===== src/rtl/vga_sync_receiver.sv =====
// Receiving-end monitor for a VGA-style sync + RGB stream: recovers pixel
// coordinates, checks line/frame timing, tracks lock and a per-frame checksum.
module vga_sync_receiver #(
  parameter int WIDTH           = 640,
  parameter int HEIGHT          = 480,
  parameter int H_TOTAL         = 800,
  parameter int V_TOTAL         = 525,
  parameter int H_START         = 144,
  parameter int V_START         = 35,
  parameter bit SYNC_ACTIVE_LOW = 1'b1
) (
  input  logic        clk,
  input  logic        reset,
  input  logic        pix_en,
  input  logic        hSync,
  input  logic        vSync,
  input  logic [11:0] rgb_in,
  output logic [9:0]  x,
  output logic [8:0]  y,
  output logic        pix_valid,
  output logic [11:0] rgb_out,
  output logic        frame_start,
  output logic        locked,
  output logic        timing_err,
  output logic [7:0]  err_count,
  output logic [15:0] frame_sum,
  output logic        sum_valid
);

  localparam logic        SYNC_IDLE = SYNC_ACTIVE_LOW;
  localparam logic [10:0] H_LO      = 11'(H_START);
  localparam logic [10:0] H_HI      = 11'(H_START + WIDTH);
  localparam logic [10:0] V_LO      = 11'(V_START);
  localparam logic [10:0] V_HI      = 11'(V_START + HEIGHT);
  localparam logic [10:0] H_TOT     = 11'(H_TOTAL);
  localparam logic [10:0] V_TOT     = 11'(V_TOTAL);
  localparam logic [9:0]  H_OFF     = 10'(H_START);
  localparam logic [9:0]  V_OFF     = 10'(V_START);
  localparam logic [9:0]  CNT_MAX   = 10'h3FF;

  typedef enum logic [1:0] {SEARCH, TRACK, LOCKED} state_t;

  // Input pipeline: two ungated flops on every pin so syncs and colour stay aligned.
  logic [1:0]  hs_pipe_q, vs_pipe_q;
  logic [11:0] rgb_s1_q, rgb_s2_q;

  always_ff @(posedge clk or posedge reset) begin
    if (reset) begin
      hs_pipe_q <= {SYNC_IDLE, SYNC_IDLE};
      vs_pipe_q <= {SYNC_IDLE, SYNC_IDLE};
      rgb_s1_q  <= '0;
      rgb_s2_q  <= '0;
    end else begin
      hs_pipe_q <= {hs_pipe_q[0], hSync};
      vs_pipe_q <= {vs_pipe_q[0], vSync};
      rgb_s1_q  <= rgb_in;
      rgb_s2_q  <= rgb_s1_q;
    end
  end

  logic hs_act, vs_act;
  logic hs_prev_q, vs_prev_q;
  logic h_edge, v_edge;

  assign hs_act = hs_pipe_q[1] ^ SYNC_ACTIVE_LOW;
  assign vs_act = vs_pipe_q[1] ^ SYNC_ACTIVE_LOW;
  assign h_edge = pix_en & hs_act & ~hs_prev_q;
  assign v_edge = pix_en & vs_act & ~vs_prev_q;

  // hcnt_d/vcnt_d index the current tick; the registered copies hold the previous tick.
  logic [9:0] hcnt_q, hcnt_d, vcnt_q, vcnt_d;

  always_comb begin
    hcnt_d = hcnt_q;
    vcnt_d = vcnt_q;
    if (pix_en) begin
      if (h_edge)
        hcnt_d = '0;
      else if (hcnt_q != CNT_MAX)
        hcnt_d = hcnt_q + 10'd1;
      if (v_edge)
        vcnt_d = '0;
      else if (h_edge && (vcnt_q != CNT_MAX))
        vcnt_d = vcnt_q + 10'd1;
    end
  end

  logic h_in, v_in, active;

  assign h_in   = ({1'b0, hcnt_d} >= H_LO) && ({1'b0, hcnt_d} < H_HI);
  assign v_in   = ({1'b0, vcnt_d} >= V_LO) && ({1'b0, vcnt_d} < V_HI);
  assign active = pix_en && h_in && v_in;

  state_t      state_q;
  logic        line_seen_q;
  logic        checking, line_bad, frame_bad, mismatch;

  // The first hsync edge after reset or a mismatch has no valid line behind it.
  assign checking  = (state_q != SEARCH);
  assign line_bad  = h_edge && checking && line_seen_q && (({1'b0, hcnt_q} + 11'd1) != H_TOT);
  assign frame_bad = v_edge && checking && (({1'b0, vcnt_q} + 11'd1) != V_TOT);
  assign mismatch  = line_bad || frame_bad;

  logic [9:0]  x_q;
  logic [8:0]  y_q;
  logic        pix_valid_q;
  logic [11:0] rgb_out_q;
  logic        frame_start_q;
  logic        locked_q;
  logic        timing_err_q;
  logic [7:0]  err_count_q;
  logic [15:0] acc_q;
  logic [15:0] frame_sum_q;
  logic        sum_valid_q;

  always_ff @(posedge clk or posedge reset) begin
    if (reset) begin
      hs_prev_q     <= 1'b0;
      vs_prev_q     <= 1'b0;
      hcnt_q        <= '0;
      vcnt_q        <= '0;
      state_q       <= SEARCH;
      line_seen_q   <= 1'b0;
      x_q           <= '0;
      y_q           <= '0;
      pix_valid_q   <= 1'b0;
      rgb_out_q     <= '0;
      frame_start_q <= 1'b0;
      locked_q      <= 1'b0;
      timing_err_q  <= 1'b0;
      err_count_q   <= '0;
      acc_q         <= '0;
      frame_sum_q   <= '0;
      sum_valid_q   <= 1'b0;
    end else begin
      hcnt_q        <= hcnt_d;
      vcnt_q        <= vcnt_d;
      pix_valid_q   <= active;
      frame_start_q <= v_edge;
      timing_err_q  <= mismatch;
      sum_valid_q   <= 1'b0;

      if (pix_en) begin
        hs_prev_q <= hs_act;
        vs_prev_q <= vs_act;
      end

      if (active) begin
        x_q       <= hcnt_d - H_OFF;
        y_q       <= 9'(vcnt_d - V_OFF);
        rgb_out_q <= rgb_s2_q;
      end

      if (mismatch && (err_count_q != 8'hFF))
        err_count_q <= err_count_q + 8'd1;

      if (mismatch)
        line_seen_q <= 1'b0;
      else if (h_edge)
        line_seen_q <= 1'b1;

      unique case (state_q)
        SEARCH: begin
          locked_q <= 1'b0;
          if (v_edge)
            state_q <= TRACK;
        end
        TRACK: begin
          if (mismatch) begin
            state_q  <= SEARCH;
            locked_q <= 1'b0;
          end else if (v_edge) begin
            state_q  <= LOCKED;
            locked_q <= 1'b1;
          end else begin
            locked_q <= 1'b0;
          end
        end
        LOCKED: begin
          if (mismatch) begin
            state_q  <= SEARCH;
            locked_q <= 1'b0;
          end else begin
            locked_q <= 1'b1;
          end
        end
        default: begin
          state_q  <= SEARCH;
          locked_q <= 1'b0;
        end
      endcase

      // Only a frame closed cleanly while locked is published.
      if (v_edge) begin
        if ((state_q == LOCKED) && !mismatch) begin
          frame_sum_q <= acc_q;
          sum_valid_q <= 1'b1;
        end
        acc_q <= '0;
      end else if (active) begin
        acc_q <= acc_q + {4'b0000, rgb_s2_q};
      end
    end
  end

  assign x           = x_q;
  assign y           = y_q;
  assign pix_valid   = pix_valid_q;
  assign rgb_out     = rgb_out_q;
  assign frame_start = frame_start_q;
  assign locked      = locked_q;
  assign timing_err  = timing_err_q;
  assign err_count   = err_count_q;
  assign frame_sum   = frame_sum_q;
  assign sum_valid   = sum_valid_q;

endmodule


===== config.mk =====
export PLATFORM = sky130hd
export DESIGN_NAME = vga_sync_receiver
export DESIGN_NICKNAME = d
export VERILOG_FILES = /design/src/rtl/vga_sync_receiver.sv
export SDC_FILE = /design/constraint.sdc
export NUM_CORES = 1
export LEC_CHECK = 0
export CORE_ASPECT_RATIO = 2
export CORE_MARGIN = 8
export CORE_UTILIZATION = 55
export CTS_CLUSTER_SIZE = 8
export DETAILED_ROUTE_END_ITERATION = 8
export PLACE_DENSITY = 0.91
export SYNTH_ARGS = -nofsm -noshare
export SYNTH_HDL_FRONTEND = slang
export SYNTH_SLANG_ARGS = --single-unit

===== constraint.sdc =====
create_clock -name clk -period 6.8 [get_ports clk]
set_input_delay 1.02 -clock clk [delete_from_list [all_inputs] [get_ports clk]]
set_output_delay 1.02 -clock clk [all_outputs]
set_load 0.02 [all_outputs]

==> results.md, run 1 <==
• 0 — global route total overflow
• 60 ps — clock transition at the registers of the reported paths
• 600 — nets in the synthesized netlist
• 0 — Min-Delay Path Depth
• 0 — hold bufs inserted after CTS
• 27.83% — fraction of power spent switching nets
• 5.628% — met3 Track Usage GR
• 2540 ps — setup slack of the worst register-to-register path
• 76 — # port buffers
• 343 — number of DRC violations after detailed-routing iteration 0
• 199.0 MHz — Max Fclk
• 22.61% — area delta synth->final
• 129 — Yosys reg bits
• 5026 ps — min cycle time layout
• 277.5 nW/µm² — Pwr per Cell Area
• 0 — count of final hold-check violations
• 0 — post-CTS resize count
• 19.74% — all-layer global routing usage
• 0 — Antenna Violating Nets Remaining
• 4 — H-tree levels
• sky130_fd_sc_hd__clkbuf_16 — Root Buffer Master
• 17 — TritonCTS buffer count
• 560 — count of mapped cells out of synthesis
• 0 — number of DRC violations after detailed routing
• 129 — sinks on the clock net
• 11150 µm² — core area
• 0 — Yosys warning count
• in -> reg — class of the most critical setup path
• clkdlybuf4s50_1 > nand2_1 > nand3_1 > o21ai_0 > ha_1 > a21oi_1 > and4_1 > a31oi_1 > nor3b_4 > buf_4 > mux2_2 — critical path, cell by cell
• 73.91% — ratio of final minimum period to clock period
• sky130_fd_sc_hd__dfrtp_1 — Synth area leader
• 5.929 — ratio of routed vias to standard cells
• register — sort of element at the end of the critical path
• 7100 ps — CP Data Required Time
• met2 — most heavily used metal layer in global routing
• 166.5 µm — Die Span Y
• 15180 µm² — area of the die
• sky130_fd_sc_hd__clkdlybuf4s50_1 — Crit-path slowest cell
• 0 — Max Slew Vio Count
• 100.0% — share of async-settable or async-resettable flops after synthesis
• 818 — count of filler cells inserted in the layout
• 55 — std cell rows
• pix_en — Setup crit start
• 6225 µm² — total standard cell area after synthesis
• 0 ps — total negative setup slack
• sky130_fd_sc_hd__dfrtp_1 50%, sky130_fd_sc_hd__mux2_2 7.1%, sky130_fd_sc_hd__ha_1 4.4% — largest cells by area after synthesis
• 11.12 µm² — average footprint of a synthesized cell
• 5 — First-pass DRT Iterations
• 51.94% — sequential-to-total area share from yosys stat
• 0.8748 — final weighted congestion in routability-driven placement
• 420 ps — Clock Latency Late Sink
• 0 — initial antenna violation count
• rgb_s1_q[5] — critical hold path startpoint
• 0 — number of buffers inserted by post-CTS setup repair
• 73 — pin count of the biggest net entering global routing
• 15.30% — proportion of layout cells with a drive suffix above 1
• 9.888 mm — DP Wirelength
• 16.0% — Combinational Power Share
• 4678 — vias after detailed routing
• 91.23 µm — die width
• reg -> reg — Tightest Hold Check Type
• input port — startpoint types
• 31.62% — global routing usage on met2
• 674 — net total in the final layout
• 2 — number of buffer and inverter instances along the worst setup path
• 0 — endpoints failing setup
• 0.001529 W — internal power component
• 0.2768 mV — maximum ir drop on the vdd rail
• 73 — number of library cell types mapped by synthesis
• 6.784 ps — clock skew after layout
• 13 — worst-case reg-to-reg path depth
• 68.46% — share of the core filled with cells in the final layout
• 5330 ps — arrival time reported for the critical path endpoint
• 14.39 mm — wire length reported by the detailed router
• 42.6% — proportion of power drawn by flip-flops and latches
• 2 — largest buffer count on any clock path
• hcnt_q[0] — startpoint of the most critical register-to-register path
• 37.88% — Rel. slew slack
• rgb_out[10] — endpoint of the worst-slack reg-to-reg timing path
• 37 — largest fanout on the critical path
• 0 — number of max-cap violations
• sky130_fd_sc_hd__dfrtp_1 — Top FF cell, synth
• simple AND/OR/NAND/NOR gates — top cell family by delay on the critical path
• false — RSZ-0062 raised after global routing
• 18.24 µm — routed wire length per instance
• 24.12 mm — first-pass GRT wire length
• 3.363 nW — reported leakage power
• 900 ps — Slowest Stage Delay on Critical Path
• 0.0005895 W — net switching power of the design
• 929.6 ps — transition time at the pin with the least slew margin
• completed — outcome
• 50.25% — share of the synthesized area in the top cell type
• 41.3% — power share of the clock group
• 0 — antenna cell count
• 23.38% — met1 global-route usage
• 0 — Post-synth EDFFs
• rgb_s2_q[5] — hold worst-path end
• yes — TritonCTS clock tree
• 55.84% — initial standard-cell utilization of the core
• 4897 — vias in the first global route
• 77 — count of pins on the block boundary
cells by family (layout without fill, tap and decap cells):
kind of cell / after synthesis / in the layout / share of synthesized area, %
AO/OA/AOI/OAI: 110 / 110 / 12.22
XOR/XNOR: 30 / 30 / 4.221
adder cells (fa/ha/maj): 23 / 23 / 4.744
buffers and inverters: 49 / 136 / 3.698
flip-flops: 129 / 129 / 51.94
multiplexers: 48 / 48 / 8.503
AND/OR/NAND/NOR: 171 / 171 / 14.67
flip-flops by register name, indices dropped and copies added, names as in the netlist, 2 cells and up:
register / flops
vcnt_q: 10
x: 10
frame_sum: 16
err_count: 8
rgb_s1_q: 12
y: 9
hs_pipe_q: 2
state_q: 2
hcnt_q: 10
vs_pipe_q: 2
acc_q: 16
rgb_out: 12
rgb_s2_q: 12
per-layer routing:
| metal | up-vias | share of wire, % |
|---|---|---|
| li1 | 2169 | - |
| met2 | 183 | 49 |
| met1 | 2291 | 42 |
| met5 | - | 0 |
| met3 | 35 | 6.4 |
| met4 | 0 | 3.0 |
how the worst max path moves through the flow:
stage                        endpoint  slack (ps)  depth (start not counted)
after floorplan              acc_q[0]        2350                          1
after global placement     rgb_out[1]        1570                         11
after detailed placement  rgb_out[10]        1460                         11
after CTS                 rgb_out[10]        1860                         11
after global routing      rgb_out[10]        1480                         11
final                     rgb_out[10]        1770                         11
final cells by class:
cell class              count  area (µm²)  share of cell area (%)
flip-flops and latches    129        3233                   42.36
multi-input cells         382        2761                   36.18
repair buffers             81       798.3                   10.46
clock buffers              20       436.7                   5.721
well taps                 142       177.7                   2.328
clock inverters            12       136.4                   1.787
inverters                  23       88.84                   1.164
cells in the final DEF (no fill, tap or decap), drive strengths merged, types with 20 or more instances in the layout:
cell	synthesis	layout
mux2	39	39
inv	21	22
clkbuf	15	20
nor2	22	22
clkdlybuf4s50	0	76
o21ai	27	27
nand2	52	52
dfrtp	125	125
ha	22	22
a21oi	27	27
synth_stat cells, drive strengths merged (4+ instances only):
cell / number
dfrtp: 125
nand2: 52
mux2: 39
a21oi: 27
o21ai: 27
ha: 22
nor2: 22
inv: 21
nand3: 17
clkbuf: 15
xnor2: 15
xor2: 15
nor3: 13
buf: 11
nand2b: 10
mux2i: 9
nor4: 9
o211ai: 7
a31oi: 6
nand4: 6
or2: 6
and2: 5
and3: 5
o31ai: 5
or3: 5
dfstp: 4
o21a: 4
power groups by stage:
stage          clock [W]  combinational (W)  sequential (W)
3_3_place_gp           0           0.000328        0.000912
5_1_grt         0.000917           0.000373        0.000914
3_5_place_dp           0           0.000340        0.000913
4_1_cts         0.000886           0.000343        0.000902
6_report        0.000876           0.000339        0.000903
2_1_floorplan          0           0.000179        0.000935
metrics by stage:
step | std cells | hold slack [ps] | setup slack [ps] | area (µm²) | power [W]
2_1_floorplan | 560 | 331.2 | 2346 | 6225 | 0.001113
3_3_place_gp | 757 | 331.0 | 1566 | 7059 | 0.001240
3_5_place_dp | 757 | 334.7 | 1458 | 7059 | 0.001252
4_1_cts | 789 | 347.2 | 1860 | 7632 | 0.002130
5_1_grt | 789 | 356.8 | 1475 | 7632 | 0.002204
6_report | 789 | 346.6 | 1774 | 7632 | 0.002118
Note: power is estimated with default switching activity, not from simulation.
==> run 2: changes to the inputs <==
==> constraint.sdc (replaced) <==
create_clock -name clk -period 4.69 [get_ports clk]
set_input_delay 0.7035 -clock clk [delete_from_list [all_inputs] [get_ports clk]]
set_output_delay 0.7035 -clock clk [all_outputs]
set_load 0.02 [all_outputs]
==> run 2 against run 1 <==
Effect of this change: clock skew barely moved; worst setup slack got worse by 1300 ps; cell count rose by 0.76%; combinational power rose by 48%; worst hold slack got worse by 7.6 ps; clock power rose by 54%; global-route usage rose by 0.56 points; sequential cell count did not move; die area did not move; largest cell class unchanged; largest power group is now the clock network; highest routed layer unchanged.
==> results.md, run 2 (synthesized netlist as in run 1, its figures left out) <==
• met2 — most heavily used metal layer in global routing
• 0 — antenna cell count
• 166.5 µm — Die Span Y
• register — startpoint types
• 10.10 mm — DP Wirelength
• 0.4745 mV — maximum ir drop on the vdd rail
• 18.96 µm — routed wire length per instance
• 15.07 mm — wire length reported by the detailed router
• 0 ps — total negative setup slack
• 0 — hold bufs inserted after CTS
• 41.5% — proportion of power drawn by flip-flops and latches
• 77 — count of pins on the block boundary
• 16.54% — proportion of layout cells with a drive suffix above 1
• 33.52% — global routing usage on met2
• 91.23 µm — die width
• 951.7 ps — transition time at the pin with the least slew margin
• 6.038 — ratio of routed vias to standard cells
• 0.9675 — final weighted congestion in routability-driven placement
• reg -> reg — Tightest Hold Check Type
• 0 — count of final hold-check violations
• 0 — Max Slew Vio Count
• yes — TritonCTS clock tree
• hcnt_q[0] — startpoint of the most critical register-to-register path
• 55 — std cell rows
• 4 — H-tree levels
• 0 — number of DRC violations after detailed routing
• 15.8% — Combinational Power Share
• 0.0008840 W — net switching power of the design
• 2 — largest buffer count on any clock path
• 129 — sinks on the clock net
• 15 — largest fanout on the critical path
• 125 x sky130_fd_sc_hd__dfrtp_1, 76 x sky130_fd_sc_hd__clkdlybuf4s50_1, 52 x sky130_fd_sc_hd__nand2_1 — commonest cells after routing, fill and taps aside
• 4228 ps — min cycle time layout
• 0 — post-CTS resize count
• 76 — # port buffers
• 20.30% — all-layer global routing usage
• 64 — pin count of the biggest net entering global routing
• register — sort of element at the end of the critical path
• sky130_fd_sc_hd__dfrtp_1 — most frequent standard cell in the layout excluding fill and tap cells
• 460 ps — setup slack of the worst register-to-register path
• 305 — number of DRC violations after detailed-routing iteration 0
• 410 ps — Clock Latency Late Sink
• 5.448% — met3 Track Usage GR
• 4800 — vias after detailed routing
• 23.80% — met1 global-route usage
• 0.002281 W — internal power component
• 15180 µm² — area of the die
• 7.272 ps — clock skew after layout
• 17 — TritonCTS buffer count
• 5 — First-pass DRT Iterations
• 25.02 mm — first-pass GRT wire length
• 409.6 nW/µm² — Pwr per Cell Area
• rgb_s1_q[2] — critical hold path startpoint
• 90.14% — ratio of final minimum period to clock period
• false — RSZ-0062 raised after global routing
• 69.30% — share of the core filled with cells in the final layout
• 0.003165 W — post-layout total power
• 0 — number of buffers inserted by post-CTS setup repair
• 36.38% — Rel. slew slack
• 0 — endpoints failing setup
• 4980 ps — CP Data Required Time
• 27.93% — fraction of power spent switching nets
• completed — outcome
• 4520 ps — arrival time reported for the critical path endpoint
• 42.7% — power share of the clock group
• reg -> reg — class of the most critical setup path
• 60 ps — clock transition at the registers of the reported paths
• 0 — Antenna Violating Nets Remaining
• 0 — number of max-cap violations
• 11150 µm² — core area
• 5088 — vias in the first global route
• 55.84% — initial standard-cell utilization of the core
• 681 — net total in the final layout
• 0 — initial antenna violation count
• 236.5 MHz — Max Fclk
• 3.422 nW — reported leakage power
• hcnt_q[0] — Setup crit start
• 0 — global route total overflow
• 24.12% — area delta synth->final
• sky130_fd_sc_hd__clkbuf_16 — Root Buffer Master
run 2: cell count changes in the layout (fill, tap and decap cells not counted):
| cell | delta |
|---|---|
| sky130_fd_sc_hd__clkinvlp_4 | -1 |
| sky130_fd_sc_hd__clkinv_4 | -4 |
| sky130_fd_sc_hd__clkbuf_1 | -3 |
| sky130_fd_sc_hd__inv_6 | +6 |
| sky130_fd_sc_hd__buf_12 | +1 |
| sky130_fd_sc_hd__bufinv_16 | +1 |
| sky130_fd_sc_hd__buf_4 | +6 |
run 2: final timing paths:
kind,end,cells past startpoint
max,y[1],13
min,rgb_s2_q[2],0
max reg2reg,y[1],13
min reg2reg,rgb_s2_q[2],0
max in group asynchronous,vs_pipe_q[0],3
min in group asynchronous,rgb_s1_q[7],2
run 2: per-stage QoR:
stage,hold WS [ps],setup WS [ps],cells,cell area [µm²]
floorplan,331.2,552.1,560,6225
global placement,332.8,325.3,764,7124
detailed placement,334.7,185.5,764,7124
CTS,344.4,549.0,795,7726
global route,348.0,220.6,795,7726
finish,339.1,462.2,795,7726
run 2: power by group through the flow:
stage | combinational, W | clock (W) | sequential [W]
after floorplan | 0.000259 | 0 | 0.00136
after global placement | 0.000481 | 0 | 0.00132
after detailed placement | 0.000495 | 0 | 0.00133
after CTS | 0.000505 | 0.00137 | 0.00131
after global routing | 0.000549 | 0.00141 | 0.00133
final | 0.000501 | 0.00135 | 0.00131
run 2: routing by layer:
layer  vias to the layer above  part of all wire, %
li1                       2178                    -
met1                      2367                   41
met2                       213                   49
met3                        42                  6.6
met4                         0                  2.9
met5                         -                    0
run 2: final cells by class:
type | instances | area (µm²)
clock inverter | 14 | 176.4
multi-input combinational | 382 | 2761
timing repair buffer | 88 | 863.3
sequential | 129 | 3233
tap | 142 | 177.7
fill | 794 | 3422
clock buffer | 17 | 425.4
inverter | 23 | 88.84
run 2: critical path: stages (launching register included):
cell	delay, ps
sky130_fd_sc_hd__dfrtp_1	480
sky130_fd_sc_hd__ha_1	320
sky130_fd_sc_hd__nand4_1	250
sky130_fd_sc_hd__o31ai_1	710
sky130_fd_sc_hd__o21ai_0	180
sky130_fd_sc_hd__a21oi_1	320
sky130_fd_sc_hd__inv_1	130
sky130_fd_sc_hd__ha_1	240
sky130_fd_sc_hd__o31ai_1	100
sky130_fd_sc_hd__and2_1	210
sky130_fd_sc_hd__o311ai_1	210
sky130_fd_sc_hd__nor3b_4	290
sky130_fd_sc_hd__buf_4	300
sky130_fd_sc_hd__mux2_2	360
==> run 3: changes to the inputs <==
--- a/config.mk
+++ b/config.mk
@@ -10,7 +10,9 @@
 export CORE_UTILIZATION = 55
 export CTS_CLUSTER_SIZE = 8
 export DETAILED_ROUTE_END_ITERATION = 8
+export GPL_ROUTABILITY_DRIVEN = 0
 export PLACE_DENSITY = 0.91
+export SETUP_SLACK_MARGIN = 0.4
 export SYNTH_ARGS = -nofsm -noshare
 export SYNTH_HDL_FRONTEND = slang
 export SYNTH_SLANG_ARGS = --single-unit
==> run 3 against run 2 <==
Effect of this change: first-iteration DRC count increased by 17%; clock power increased by 5%; cell area increased by 0.60%; critical path depth decreased by 1; via count decreased by 0.54%; worst setup slack improved by 270 ps; utilization increased by 0.42 points; register-to-register slack improved by 270 ps; largest power group unchanged.
==> results.md, run 3 (synthesized netlist as in run 1, its figures left out) <==
• completed — outcome
• 9.516 ps — clock skew after layout
• 5.851 mm — total routed wire length on the met1 layer
• 24.86% — area delta synth->final
• 0 — global route total overflow
• 50 — largest fanout on the critical path
• rgb_s2_q[7] — hold worst-path end
• 252.7 MHz — Max Fclk
• met4 — top layer in use
• sky130_fd_sc_hd__dfrtp_1 — most frequent standard cell in the layout excluding fill and tap cells
• 17 — TritonCTS buffer count
• 345.8 ps — setup slack after placement
• rgb_out[3] — endpoint of the worst-slack reg-to-reg timing path
• 129 — sinks on the clock net
• 76 — # port buffers
• 0 — antenna cell count
• 55 — std cell rows
• 0 — Antenna Violating Nets Remaining
• 4948 — vias in the first global route
• 15180 µm² — area of the die
• 3957 ps — min cycle time layout
• 0 — post-CTS resize count
• 2 — largest buffer count on any clock path
• rgb_s1_q[7] — critical hold path startpoint
• hcnt_q[0] — startpoint of the most critical register-to-register path
• 55.84% — initial standard-cell utilization of the core
• false — RSZ-0062 raised after global routing
• reg -> reg — class of the most critical setup path
• 7.175 mm — Met2 Routed Length
• 730 ps — setup slack of the worst register-to-register path
• 19.66% — all-layer global routing usage
• 91.23 µm — die width
• 3.435 nW — reported leakage power
• register — sort of element at the end of the critical path
• 0 — number of buffers inserted by post-CTS setup repair
• 0 — number of DRC violations after detailed routing
• 84.36% — ratio of final minimum period to clock period
• 4774 — vias after detailed routing
• 762 — # placed instances
• 7772 µm² — design area
• 417.0 nW/µm² — Pwr per Cell Area
• 4990 ps — CP Data Required Time
• 32.55% — Rel. slew slack
• register — startpoint types
• 60 ps — clock transition at the registers of the reported paths
• 77 — count of pins on the block boundary
• 16.56% — proportion of layout cells with a drive suffix above 1
• 0 — Min-Delay Path Depth
• 12 — worst-case reg-to-reg path depth
• 788 — count of filler cells inserted in the layout
• 4250 ps — arrival time reported for the critical path endpoint
• 0 — count of final hold-check violations
• 166.5 µm — Die Span Y
• 0 — Max Slew Vio Count
• 0 — number of max-cap violations
• 1.008 mm — metal3 WL
• 679 — net total in the final layout
• 358 — number of DRC violations after detailed-routing iteration 0
• 125 x sky130_fd_sc_hd__dfrtp_1, 76 x sky130_fd_sc_hd__clkdlybuf4s50_1, 52 x sky130_fd_sc_hd__nand2_1 — commonest cells after routing, fill and taps aside
• 0 — endpoints failing setup
• 18.25 µm — routed wire length per instance
• 7122 µm² — placed cell areas
• reg -> reg — Tightest Hold Check Type
• 794 — number of non-filler instances in the completed layout
• sky130_fd_sc_hd__clkbuf_16 — Root Buffer Master
• 0 — initial antenna violation count
• 733.3 ps — Worst Setup Slack, final
• 4 — H-tree levels
• 5 — First-pass DRT Iterations
• 14.49 mm — wire length reported by the detailed router
• 86 — pin count of the biggest net entering global routing
• 11150 µm² — core area
• 6.013 — ratio of routed vias to standard cells
• 420 ps — Clock Latency Late Sink
• 0.003241 W — post-layout total power
• 0 ps — total negative setup slack
• 1012 ps — transition time at the pin with the least slew margin
• 24.29 mm — first-pass GRT wire length
• 0.4117 mV — maximum ir drop on the vdd rail
• yes — TritonCTS clock tree
• 9.729 mm — DP Wirelength
• 0 — hold bufs inserted after CTS
[run 3: where the power goes]
group	internal, W	total [W]	leakage (nW)	switching (W)
Sequential	0.00121	0.00131	1.70	0.000101
Clock	0.000933	0.00142	0.309	0.000492
Combinational	0.000228	0.000503	1.43	0.000275
Total	0.00237	0.00324	3.43	0.000868
[run 3: cell type report]
cell class / instances / area (µm²) / share of cell area [%]
repair buffers: 86 / 860.8 / 11.08
clock buffers: 20 / 466.7 / 6.005
clock inverters: 12 / 178.9 / 2.302
inverters: 23 / 88.84 / 1.143
multi-input cells: 382 / 2766 / 35.59
well taps: 142 / 177.7 / 2.286
flip-flops and latches: 129 / 3233 / 41.60
[run 3: routing by layer]
metal | GRT usage (%) | up-vias
li1 | - | 2175
met1 | 23.28 | 2332
met2 | 31.21 | 212
met3 | 6.889 | 55
met4 | 8.973 | 0
met5 | 0 | -
[run 3: critical path, stage by stage, from the launching register on]
cell and delay [ps]:
sky130_fd_sc_hd__dfrtp_1 480, sky130_fd_sc_hd__ha_1 300, sky130_fd_sc_hd__nand4_1 250, sky130_fd_sc_hd__o31ai_2 530
sky130_fd_sc_hd__o211ai_1 140, sky130_fd_sc_hd__o41ai_1 190, sky130_fd_sc_hd__ha_1 270, sky130_fd_sc_hd__nand2_1 50
sky130_fd_sc_hd__a2111oi_0 390, sky130_fd_sc_hd__o311ai_1 270, sky130_fd_sc_hd__nor3b_4 300, sky130_fd_sc_hd__buf_12 280
sky130_fd_sc_hd__mux2_2 380
[run 3: stage by stage]
| step | utilization [%] | hold WS, ps |
|---|---|---|
| floorplan | - | 331.2 |
| global placement | 63.88 | 332.0 |
| detailed placement | 63.88 | 334.7 |
| CTS | 69.67 | 348.1 |
| global route | 69.72 | 355.3 |
| finish | 69.72 | 346.4 |
[run 3: how the worst max path moves through the flow]
stage	from	end	slack, ps
4_1_cts	hcnt_q[0]	rgb_out[6]	560
5_1_grt	vcnt_q[0]	y[3]	510
3_5_place_dp	pix_en	rgb_out[6]	350
2_1_floorplan	reset	acc_q[0]	550
3_3_place_gp	pix_en	rgb_out[1]	560
6_report	hcnt_q[0]	rgb_out[3]	730
